<file path="src/rtl/code_lock_ctrl.sv">
// Combination-lock controller: buffers keypad digits, checks them against CODE on ENTER,
// and drives the unlock LED, progress LEDs, failure pulse and lockout timing.
module code_lock_ctrl #(
    parameter logic [15:0] CODE          = 16'h1234,
    parameter int          TIMEOUT_TICKS = 250,
    parameter int          UNLOCK_TICKS  = 150,
    parameter int          MAX_FAILS     = 3,
    parameter int          LOCKOUT_TICKS = 500
) (
    input  logic        pulse_50Mhz,
    input  logic        rst,
    input  logic        pulse_50Hz,
    input  logic        key_valid,
    input  logic [3:0]  key_code,
    output logic [15:0] digits,
    output logic [3:0]  led,
    output logic        led_g,
    output logic        err,
    output logic        lockout
);

    localparam int MAX_TICKS_A = (TIMEOUT_TICKS > UNLOCK_TICKS) ? TIMEOUT_TICKS : UNLOCK_TICKS;
    localparam int MAX_TICKS   = (MAX_TICKS_A > LOCKOUT_TICKS) ? MAX_TICKS_A : LOCKOUT_TICKS;
    localparam int TW          = $clog2(MAX_TICKS + 1);
    localparam int FW          = $clog2(MAX_FAILS + 1);

    localparam logic [TW-1:0] TIMEOUT_T  = TW'(TIMEOUT_TICKS);
    localparam logic [TW-1:0] UNLOCK_T   = TW'(UNLOCK_TICKS);
    localparam logic [TW-1:0] LOCKOUT_T  = TW'(LOCKOUT_TICKS);
    localparam logic [TW-1:0] TICK_SAT   = TW'(MAX_TICKS);
    localparam logic [FW-1:0] FAIL_LIMIT = FW'(MAX_FAILS);

    typedef enum logic [2:0] {
        S_IDLE,
        S_ENTRY,
        S_CHECK,
        S_UNLOCKED,
        S_FAIL,
        S_LOCKOUT
    } state_t;

    state_t        r_state;
    state_t        w_next_state;
    logic [15:0]   r_digits;
    logic [15:0]   w_next_digits;
    logic [2:0]    r_count;
    logic [2:0]    w_next_count;
    logic [FW-1:0] r_fail_cnt;
    logic [FW-1:0] w_next_fail_cnt;
    logic [FW-1:0] w_fail_inc;
    logic [TW-1:0] r_tick_cnt;
    logic          w_key_accepted;

    logic          r_sync1;
    logic          r_sync2;
    logic          r_sync_prev;
    logic [2:0]    r_sync_vld;
    logic          w_tick;

    logic          w_is_digit;
    logic          w_is_clear;
    logic          w_is_enter;

    logic [3:0]    r_led;
    logic          r_led_g;
    logic          r_err;
    logic          r_lockout;
    logic [3:0]    w_led;
    logic          w_led_g;
    logic          w_err;
    logic          w_lockout;

    // r_sync_vld masks the edge detector until the synchroniser and its history hold real samples,
    // so an input that is already high when reset releases does not count as a tick.
    always_ff @(posedge pulse_50Mhz or posedge rst) begin
        if (rst) begin
            r_sync1     <= 1'b0;
            r_sync2     <= 1'b0;
            r_sync_prev <= 1'b0;
            r_sync_vld  <= 3'b000;
        end else begin
            // NOTE: non-blocking assignments let every flop sample the pre-edge value of its source.
            r_sync1     <= pulse_50Hz;
            r_sync2     <= r_sync1;
            r_sync_prev <= r_sync2;
            r_sync_vld  <= {r_sync_vld[1:0], 1'b1};
        end
    end

    assign w_tick     = r_sync2 & ~r_sync_prev & r_sync_vld[2];
    assign w_is_digit = key_valid && (key_code <= 4'd9);
    assign w_is_clear = key_valid && (key_code == 4'hE);
    assign w_is_enter = key_valid && (key_code == 4'hF);
    assign w_fail_inc = r_fail_cnt + FW'(1);

    always_ff @(posedge pulse_50Mhz or posedge rst) begin
        if (rst) begin
            r_state    <= S_IDLE;
            r_digits   <= 16'h0000;
            r_count    <= 3'd0;
            r_fail_cnt <= '0;
            r_tick_cnt <= '0;
            r_led      <= 4'b0000;
            r_led_g    <= 1'b0;
            r_err      <= 1'b0;
            r_lockout  <= 1'b0;
        end else begin
            r_state    <= w_next_state;
            r_digits   <= w_next_digits;
            r_count    <= w_next_count;
            r_fail_cnt <= w_next_fail_cnt;
            if ((r_state != w_next_state) || w_key_accepted)
                r_tick_cnt <= '0;
            else if (w_tick && (r_tick_cnt != TICK_SAT))
                r_tick_cnt <= r_tick_cnt + TW'(1);
            r_led      <= w_led;
            r_led_g    <= w_led_g;
            r_err      <= w_err;
            r_lockout  <= w_lockout;
        end
    end

    always_comb begin
        // NOTE: every signal gets a default before the case so no path leaves it unassigned (no latches).
        w_next_state    = r_state;
        w_next_digits   = r_digits;
        w_next_count    = r_count;
        w_next_fail_cnt = r_fail_cnt;
        w_key_accepted  = 1'b0;
        case (r_state)
            S_IDLE: begin
                if (w_is_digit) begin
                    w_next_digits  = {r_digits[11:0], key_code};
                    w_next_count   = 3'd1;
                    w_next_state   = S_ENTRY;
                    w_key_accepted = 1'b1;
                end
            end
            S_ENTRY: begin
                // A key in the same cycle as the timeout tick takes priority.
                if (w_is_digit && (r_count < 3'd4)) begin
                    w_next_digits  = {r_digits[11:0], key_code};
                    w_next_count   = r_count + 3'd1;
                    w_key_accepted = 1'b1;
                end else if (w_is_clear) begin
                    w_next_state   = S_IDLE;
                    w_next_digits  = 16'h0000;
                    w_next_count   = 3'd0;
                    w_key_accepted = 1'b1;
                end else if (w_is_enter) begin
                    w_next_count   = 3'd0;
                    w_key_accepted = 1'b1;
                    if (r_count == 3'd4) begin
                        w_next_state = S_CHECK;
                    end else begin
                        w_next_state  = S_FAIL;
                        w_next_digits = 16'h0000;
                    end
                end else if (r_tick_cnt == TIMEOUT_T) begin
                    w_next_state  = S_IDLE;
                    w_next_digits = 16'h0000;
                    w_next_count  = 3'd0;
                end
            end
            S_CHECK: begin
                if (r_digits == CODE) begin
                    w_next_state    = S_UNLOCKED;
                    w_next_fail_cnt = '0;
                end else begin
                    w_next_state  = S_FAIL;
                    w_next_digits = 16'h0000;
                end
            end
            S_UNLOCKED: begin
                if (w_is_clear) begin
                    w_next_state   = S_IDLE;
                    w_next_digits  = 16'h0000;
                    w_key_accepted = 1'b1;
                end else if (r_tick_cnt == UNLOCK_T) begin
                    w_next_state  = S_IDLE;
                    w_next_digits = 16'h0000;
                end
            end
            S_FAIL: begin
                w_next_digits   = 16'h0000;
                w_next_fail_cnt = w_fail_inc;
                w_next_state    = (w_fail_inc == FAIL_LIMIT) ? S_LOCKOUT : S_IDLE;
            end
            S_LOCKOUT: begin
                if (r_tick_cnt == LOCKOUT_T) begin
                    w_next_state    = S_IDLE;
                    w_next_fail_cnt = '0;
                end
            end
            default: begin
                w_next_state  = S_IDLE;
                w_next_digits = 16'h0000;
                w_next_count  = 3'd0;
            end
        endcase
    end

    // Outputs are decoded from the next state so the registered copies line up with the state register.
    always_comb begin
        w_led     = 4'b0000;
        w_led_g   = (w_next_state == S_UNLOCKED);
        w_err     = (w_next_state == S_FAIL);
        w_lockout = (w_next_state == S_LOCKOUT);
        case (w_next_state)
            S_IDLE, S_ENTRY: begin
                case (w_next_count)
                    3'd0:    w_led = 4'b0000;
                    3'd1:    w_led = 4'b0001;
                    3'd2:    w_led = 4'b0011;
                    3'd3:    w_led = 4'b0111;
                    default: w_led = 4'b1111;
                endcase
            end
            S_UNLOCKED: w_led = 4'b1111;
            default:    w_led = 4'b0000;
        endcase
    end

    assign digits  = r_digits;
    assign led     = r_led;
    assign led_g   = r_led_g;
    assign err     = r_err;
    assign lockout = r_lockout;

endmodule

</file>
<file path="config.mk">
export PLATFORM = sky130hd
export DESIGN_NAME = code_lock_ctrl
export DESIGN_NICKNAME = d
export VERILOG_FILES = /design/src/rtl/code_lock_ctrl.sv
export SDC_FILE = /design/constraint.sdc
export NUM_CORES = 1
export LEC_CHECK = 0
export ABC_CLOCK_PERIOD_IN_PS = 3850
export BUFFER_PORTS_ARGS = -buffer_cell sky130_fd_sc_hd__buf_2
export CAP_MARGIN = 20
export CORE_MARGIN = 1.5
export CORE_UTILIZATION = 50
export DETAILED_ROUTE_END_ITERATION = 7
export HOLD_SLACK_MARGIN = 0.06
export PLACE_DENSITY = 0.77
export SYNTH_ARGS = -nofsm -noshare
export SYNTH_HDL_FRONTEND = slang
export SYNTH_SLANG_ARGS = --single-unit
</file>
<file path="constraint.sdc">
create_clock -name pulse_50Mhz -period 3.85 [get_ports pulse_50Mhz]
set_clock_uncertainty 0.2 [all_clocks]
set_input_delay 0.5775 -clock pulse_50Mhz [delete_from_list [all_inputs] [get_ports pulse_50Mhz]]
set_output_delay 0.5775 -clock pulse_50Mhz [all_outputs]
set_load 0.005 [all_outputs]
</file>
==> results.cfg, run 1 <==
[yosys]
seq_area_frac_synth_pct = 46.96
synth_top_family_by_area = simple AND/OR/NAND/NOR gates
ys.flop_type = dfrtp_1
synthAdderAreaFrac_pct = 3.063
netlist_instances = 234
yosysUniqueCellTypes = 57
syn_area_um2 = 2451
yosys.area_share.xor_xnor_pct = 2.859
postSynthAreaPerCell_um2 = 10.47
yosys_warnings = 0
synthSimpleGateAreaFrac_pct = 21.49
synth-edff-count = 0
synthArstFlopShare_pct = 100.0
synth-compound-area-share_pct = 12.15
synth_fp_nets = 248
synthMuxAreaShare_pct = 6.942
ys_ff_latch = 46

[floorplanning]
io_pins = 31
core.rowCount = 25
start_util_pct = 51.89
dieArea_um2 = 5331
core_um2 = 4723
die_x_um = 73.02
die_height_um = 73.02

[global_routing]
grt.overflow.total = 0
grt_pass1_wl_um = 7928
track_usage_pct = 19.34
antenna_found_initial = 0
grt_pass1_vias = 1746
grt_max_degree = 47

[place]
dp.final_hpwl_um = 3315
place_congestion = 0.8524
place.port_buffers = 30
dp.cells = 326

[hold_path]
worstHoldStart = r_sync_vld[1]
hold_class = reg2reg

[power]
p_leak_nw = 1.329
powerDensity_nw_per_um2 = 703.9
vdd_drop_max_v = 0.0002809

[clock_tree]
clk_path_buf_depth = 2
insertion_delay_ps = 300
numCtsBuffers = 5
cts_root_buf = clkbuf_8
cts.sinks = 46
htreeDepth = 2
cts_tree = yes
cts-resized-gates = 0
post_cts_buffers = 0
clk_pin_slew_ps = 80
holdBufCountCts = 0

[worst_setup_path]
r2r_start = r_state[0]
crit_path_end = r_tick_cnt[7]
rr_endpoint = r_tick_cnt[7]
cp-end-kind = flop
crit_arrival_ps = 2510
cp_max_fo = 15
cp.required_ps = 3810
crit_start = r_state[0]
worst-setup-path-type = reg2reg
r2r_slack_ps = 1300
crit_path_start_kind = flop
reg2regPathDepth = 6

[sta]
tightestPinTransition_ps = 1037
maxSlewHeadroom_pct = 30.71
period_share_pct = 66.12
max_freq_mhz = 392.9
min_period_ps = 2545
slew_violations = 0
rsz0062_at_grt = no
tns_ps = 0
holdWs_ps = 152.1
setup_viol = 0
hold_violations = 0

[cells_and_area]
final_cell_mix = 46 x dfrtp_1, 30 x buf_2, 29 x nand2_1
nets = 280
stdcell_count = 334
antenna_cells = 0
layout_commonest_cell = dfrtp_1
final_util_pct = 58.07
fillers = 402
drive_gt1_share_pct = 22.10
syn_to_final_growth_pct = 11.89

[drt]
first_iter_violations = 80
num_vias = 1733
avgViaCountPerCell = 5.189
wl_um = 4620
postRouteAntennaNets = 0
wl_per_cell_um = 13.83
drc_errors = 0
firstDrtPassIters = 4

[run_status]
status = finished clean

[flow_run]
drv_cap = 0
power breakdown:
part	total, mW	internal (mW)	switching (mW)
logic	0.821	0.379	0.442
registers	0.755	0.616	0.139
clock network	0.355	0.194	0.160
total	1.93	1.19	0.741
cell type report:
class                   instances  area, µm²  share of cell area [%]
clock buffers                   5      68.82                   2.509
clock inverters                 3      43.79                   1.597
multi-input cells             156       1144                   41.70
repair buffers                 30      150.1                   5.474
inverters                      27      101.3                   3.695
flip-flops and latches         46       1151                   41.97
well taps                      67      83.83                   3.057
synthesized netlist by cell type (2+ instances only):
| master | n | share of area [%] |
|---|---|---|
| xor2_1 | 5 | 1.8 |
| nor4_1 | 2 | 0.51 |
| xnor2_1 | 3 | 1.1 |
| and2_1 | 4 | 1.0 |
| o21ai_0 | 8 | 1.6 |
| mux2i_1 | 17 | 6.9 |
| nand2b_1 | 2 | 0.51 |
| a21boi_4 | 2 | 1.5 |
| nor2_1 | 17 | 2.6 |
| nand2_1 | 29 | 4.4 |
| inv_1 | 27 | 4.1 |
| nor4b_1 | 2 | 0.71 |
| a21oi_1 | 6 | 1.2 |
| o21ai_1 | 3 | 0.61 |
| dfrtp_1 | 46 | 47 |
| ha_1 | 6 | 3.1 |
| nand4_1 | 5 | 1.3 |
| a31oi_1 | 5 | 1.3 |
| clkbuf_8 | 2 | 1.1 |
| and4_4 | 2 | 0.92 |
| nand3_1 | 5 | 1.0 |
stage by stage:
stage / total power, mW / cell area [µm²] / setup slack, ps
6_report: 1.931 / 2743 / 1305
5_1_grt: 2.079 / 2743 / 1120
4_1_cts: 1.954 / 2743 / 1305
3_5_place_dp: 1.591 / 2630 / 1120
3_3_place_gp: 1.573 / 2630 / 1169
2_1_floorplan: 1.389 / 2451 / 1715
state kept, by name, indices dropped and copies added (netlist names):
register	flops
digits	16
err	1
led	4
led_g	1
lockout	1
r_count	3
r_fail_cnt	2
r_state	3
r_sync1	1
r_sync2	1
r_sync_prev	1
r_sync_vld	3
r_tick_cnt	9
per-layer routing:
metal / part of all wire [%] / track usage, % / wire [µm]
met1: 45 / 22.97 / 2086
met3: 3.1 / 4.144 / 143
met2: 50 / 34.24 / 2318
met4: 1.5 / 6.918 / 71
met5: 0 / 0 / 0
worst max-delay path: stages (launching register included):
cell	delay (ps)
dfrtp_1	660
nor3b_4	370
a21boi_4	280
nand3_4	150
and4_4	230
o32ai_4	420
nor2_1	110
worst min-delay path by stage:
stage,end,slack [ps],depth (start not counted)
2_1_floorplan,r_sync2,130,0
3_3_place_gp,r_sync2,130,0
3_5_place_dp,r_sync_vld[2],140,0
4_1_cts,r_sync_vld[2],160,0
5_1_grt,r_sync2,170,0
6_report,r_sync_vld[2],150,0
kinds of logic after synthesis:
logic type      Yosys count
flops                    46
mux                      17
simple gates             88
compound gates           36
other cells               1
buf+inv                  32
fa+ha+maj                 6
xor+xnor                  8
(Power assumes the default switching activity.)
==> run 2: changes to the inputs <==
- ABC_AREA: unset -> 1
- ABC_CLOCK_PERIOD_IN_PS: 3850 -> 2400
- clock period: 3.85 -> 2.4 ns (I/O delays scaled with it)
==> run 2 against run 1 <==
Routed wire length up 7.6%. Combinational power grew 68%. Via count grew 19%. Global-route usage increased by 0.69 points. Non-clock buffer count grew 4.
==> results.cfg, run 2 <==
[run_status]
status = finished clean

[drt]
wl_um = 4972
wl_per_cell_um = 11.56
firstDrtPassIters = 4
num_vias = 2066
avgViaCountPerCell = 4.805
first_iter_violations = 112
drc_errors = 0
postRouteAntennaNets = 0

[floorplanning]
dieArea_um2 = 5684
die_x_um = 75.39
die_height_um = 75.39
start_util_pct = 51.63
core_um2 = 5075
core.rowCount = 26
io_pins = 31

[worst_setup_path]
slowest_stage = dfrtp_1
slowest_delay_ps = 420
reg2regPathDepth = 12
cp_top_family = simple AND/OR/NAND/NOR gates
crit_path_cell_trace = inv_1 > ha_1 > nand2_1 > nor2_1 > nand2_2 > nand2_1 > nor2_2 > nor3_2 > nand3_2 > buf_4 > nand2_1 > o21ai_2
cp.required_ps = 2380
crit_arrival_ps = 2120
path_buf_inv = 2
path_depth = 12
cp-end-kind = flop
crit_path_start_kind = flop
r2r_start = r_tick_cnt[0]
worst-setup-path-type = reg2reg
cp_max_fo = 32
crit_start = r_tick_cnt[0]
crit_path_frequent_cell = nand2_1

[power]
vdd_drop_max_v = 0.0005328
p_leak_nw = 1.489
powerDensity_nw_per_um2 = 1058
power.total_mw = 3.141

[cells_and_area]
layout_commonest_cell = nand2_1
final_cell_mix = 83 x nand2_1, 46 x dfrtp_1, 38 x nor2_1
drive_gt1_share_pct = 31.11
final_util_pct = 58.48
final_area_um2 = 2968
syn_to_final_growth_pct = 13.28
nets = 373
antenna_cells = 0
largest_reg_flops = 16

[place]
dp_slack_ps = 269.5
placed_cell_area_um2 = 2831
place_congestion = 0.9053
place.port_buffers = 30
dp.final_hpwl_um = 3762

[yosys]
syn_area_um2 = 2620
yosysTopAreaCellShare_pct = 43.94
postSynthAreaPerCell_um2 = 8.086
synth_area_leaders = dfrtp_1 44%, nand2_1 12%, nand2_2 5.7%, nor2_1 5.4%, o21ai_2 5.3%
yosys.area.top_type = dfrtp_1
synth_fp_nets = 338
ys_ff_latch = 46
yosys_warnings = 0
seq_area_frac_synth_pct = 43.94
yosysMostFrequentCell = nand2_1
yosysUniqueCellTypes = 33
ys.flop_type = dfrtp_1
netlist_instances = 324
synth-edff-count = 0
synth_common_cells = 83 x nand2_1, 46 x dfrtp_1, 38 x nor2_1
synthArstFlopShare_pct = 100.0

[sta]
tightestPinTransition_ps = 567.5
period_share_pct = 88.95
setup_viol = 0
rsz0062_at_grt = no
hold_violations = 0
max_freq_mhz = 468.4
maxSlewHeadroom_pct = 61.82
tns_ps = 0
min_period_ps = 2135
fin_ws_ps = 265.3
slew_violations = 0

[flow_run]
drv_cap = 0

[clock_tree]
post_cts_buffers = 0
insertion_delay_ps = 300
clk_path_buf_depth = 2
numCtsBuffers = 5
cts_root_buf = clkbuf_8
cts.sinks = 46
cts_tree = yes
htreeDepth = 2
clk_pin_slew_ps = 90
cts-resized-gates = 0

[global_routing]
track_usage_pct = 20.03
antenna_found_initial = 0
grt_max_degree = 33
grt.overflow.total = 0
grt_pass1_wl_um = 8556
grt_pass1_vias = 1982

[hold_path]
hold_depth = 3
worstHoldStart = key_code[2]
hold_class = in2reg
[run 2: final cells by class]
type	count	area [µm²]
clock buffers	5	68.82
clock inverters	3	47.55
fillers	472	2107
inverters	39	146.4
multi-input cells	233	1269
flip-flops and latches	46	1151
well taps	70	87.58
repair buffers	34	197.7
[run 2: metal layers]
metal	part of all wire (%)	vias to the layer above	global-route usage, %
met3	2.8	9	3.571
met4	2.1	0	9.127
met5	0	-	0
li1	-	1073	-
met1	45	941	25.26
met2	50	43	33.63
[run 2: kinds of logic (layout without fill, tap and decap cells)]
family / count (synthesis) / after routing / synth area share (%)
other: 1 / 1 / 0.1431
AOI/OAI and AO/OA: 28 / 28 / 8.405
adders and majority gates: 6 / 6 / 2.865
and+or+nand+nor: 192 / 192 / 34.91
muxes: 1 / 1 / 0.4298
buffers and inverters: 45 / 81 / 7.640
xor gates and xnor gates: 5 / 5 / 1.671
DFF: 46 / 46 / 43.93
[run 2: repair_timing]
action	CTS	global route
endpoints found under the setup margin	0	0
hold buffers	2	0
hold endpoints to repair	21	0
[run 2: path summary, 6_finish.rpt]
path / endpoint / slack [ps]
setup / recovery: digits[14] / 270
setup reg to reg: digits[14] / 270
max in group asynchronous: r_state[2] / 1100
hold / removal: digits[2] / 130
hold reg to reg: r_sync2 / 150
min in group asynchronous: digits[13] / 410
[run 2: worst register-to-register path: stages, from the launching register on]
cell,delay [ps]
dfrtp_1,420
inv_1,100
ha_1,140
nand2_1,60
nor2_1,200
nand2_2,120
nand2_1,90
nor2_2,50
nor3_2,110
nand3_2,70
buf_4,270
nand2_1,140
o21ai_2,50
[run 2: where the power goes]
group	switching, mW	internal [mW]	total (mW)
Sequential	0.193	0.966	1.16
Clock	0.279	0.318	0.597
Combinational	0.900	0.485	1.38
[run 2: through the flow]
step	cells	hold slack (ps)
after CTS	430	114.0
final	430	126.2
after floorplan	324	131.2
after global placement	420	132.0
after detailed placement	420	134.7
after global routing	430	133.8
==> run 3: changes to the inputs <==
- ABC_CLOCK_PERIOD_IN_PS: 2400 -> 2200
- clock period: 2.4 -> 2.2 ns (I/O delays scaled with it)
==> run 3 against run 2 <==
Sequential share of layout area decreased by 0.36 points. Via count grew 2.5%. First-iteration DRC count down 7.1%. Global-route usage decreased by 0.72 points. Critical path type unchanged. Critical endpoint is now r_tick_cnt[4]. Largest power group unchanged.
==> results.cfg, run 3 (same netlist as run 2, synthesis figures left out) <==
[run_status]
status = finished clean

[clock_tree]
clk_path_buf_depth = 2
cts_tree = yes
insertion_delay_ps = 310
htreeDepth = 2
post_cts_buffers = 0
cts.sinks = 46
numCtsBuffers = 5
cts_root_buf = clkbuf_8
clk_pin_slew_ps = 90

[sta]
holdWs_ps = 95.33
min_period_ps = 2060
period_share_pct = 93.63
hold_violations = 0
tns_ps = 0
slew_violations = 0
max_freq_mhz = 485.5
setup_viol = 0
rsz0062_at_grt = yes

[power]
power.total_mw = 3.523
powerDensity_nw_per_um2 = 1176
p_leak_nw = 1.504
vdd_drop_max_v = 0.0008681

[floorplanning]
core_um2 = 5075
die_height_um = 75.39
die_x_um = 75.39
dieArea_um2 = 5684
core.rowCount = 26
io_pins = 31
start_util_pct = 51.63

[drt]
drc_errors = 0
wl_per_cell_um = 11.81
first_iter_violations = 104
num_vias = 2118
firstDrtPassIters = 4
wl_um = 5112
postRouteAntennaNets = 0
avgViaCountPerCell = 4.891

[hold_path]
hold_class = in2reg

[worst_setup_path]
cp_max_fo = 4
worst-setup-path-type = reg2reg
cp.required_ps = 2240
crit_path_start_kind = flop
cp-end-kind = flop
crit_arrival_ps = 2100

[place]
place_congestion = 0.8446
dp.final_hpwl_um = 3818
placed_cell_area_um2 = 2846
dp.cells = 422
place.port_buffers = 30

[global_routing]
track_usage_pct = 19.31
grt_pass1_vias = 1873
antenna_found_initial = 0
grt_max_degree = 33
grt.overflow.total = 0
grt_pass1_wl_um = 8280

[cells_and_area]
antenna_cells = 0
nets = 376
final_cell_mix = 83 x nand2_1, 46 x dfrtp_1, 38 x nor2_1
largest_reg_flops = 16
drive_gt1_share_pct = 31.96
layout_commonest_cell = nand2_1
final_area_um2 = 2995
syn_to_final_growth_pct = 14.33
stdcell_count = 433

[flow_run]
drv_cap = 0
## run 3: cell count changes in the layout (fill, tap and decap cells not counted)
cell      change
buf_4         +2
inv_6         -1
nand3_2       +1
nor4_2        +1
nor4_1        -1
clkinv_2      +1
## run 3: worst paths after layout
check                         startpoint            end  cells past startpoint  slack [ps]
max in group asynchronous            rst      digits[0]                      4         870
hold reg to reg                  r_sync1        r_sync2                      0         160
setup / recovery           r_tick_cnt[0]  r_tick_cnt[4]                     12         140
hold / removal               key_code[2]      digits[2]                      3         100
min in group asynchronous            rst     digits[14]                      3         390
setup reg to reg           r_tick_cnt[0]  r_tick_cnt[4]                     12         140
## run 3: worst max-delay path, stage by stage, from the launching register on
cell and delay (ps):
dfrtp_1 420, inv_1 100, ha_1 150, nand2_1 60, nor2_2 150, nand2_4 80, nand2_2 100, nand2_4 90
a21oi_4 170, nand3_2 100, nand2_2 120, nand3_2 150, nor2_2 110
## run 3: power by group
group          total, mW  switching, mW  internal [mW]
sequential          1.26          0.211           1.05
clock              0.644          0.303          0.341
combinational       1.61           1.02          0.591
total               3.52           1.54           1.99
## run 3: area by class of cell
cell class / instances / area [µm²]
multi-input cells: 234 / 1285
flip-flops and latches: 46 / 1151
inverters: 39 / 146.4
fillers: 467 / 2079
clock inverters: 3 / 43.79
clock buffers: 5 / 68.82
well taps: 70 / 87.58
repair buffers: 36 / 212.7
## run 3: routing by layer
metal	wire length, µm	global-route usage, %
met1	2317	24.92
met2	2531	32.36
met3	177	4.894
met4	85	5.357
met5	0	0
## run 3: metrics by stage
| stage | utilization (%) | setup WS, ps |
|---|---|---|
| 6_report | 59.02 | 140.1 |
| 5_1_grt | 59.02 | -19.71 |
| 4_1_cts | 58.70 | 114.8 |
| 3_5_place_dp | 56.09 | 154.2 |
| 3_3_place_gp | 56.09 | 199.3 |
| 2_1_floorplan | - | 337.9 |
## run 3: timing repair
action                                 4_1_cts  5_1_grt
resized for setup                            0        1
hold buffers                                 2        0
setup endpoints to repair                    0        8
endpoints found under the hold margin       23        0
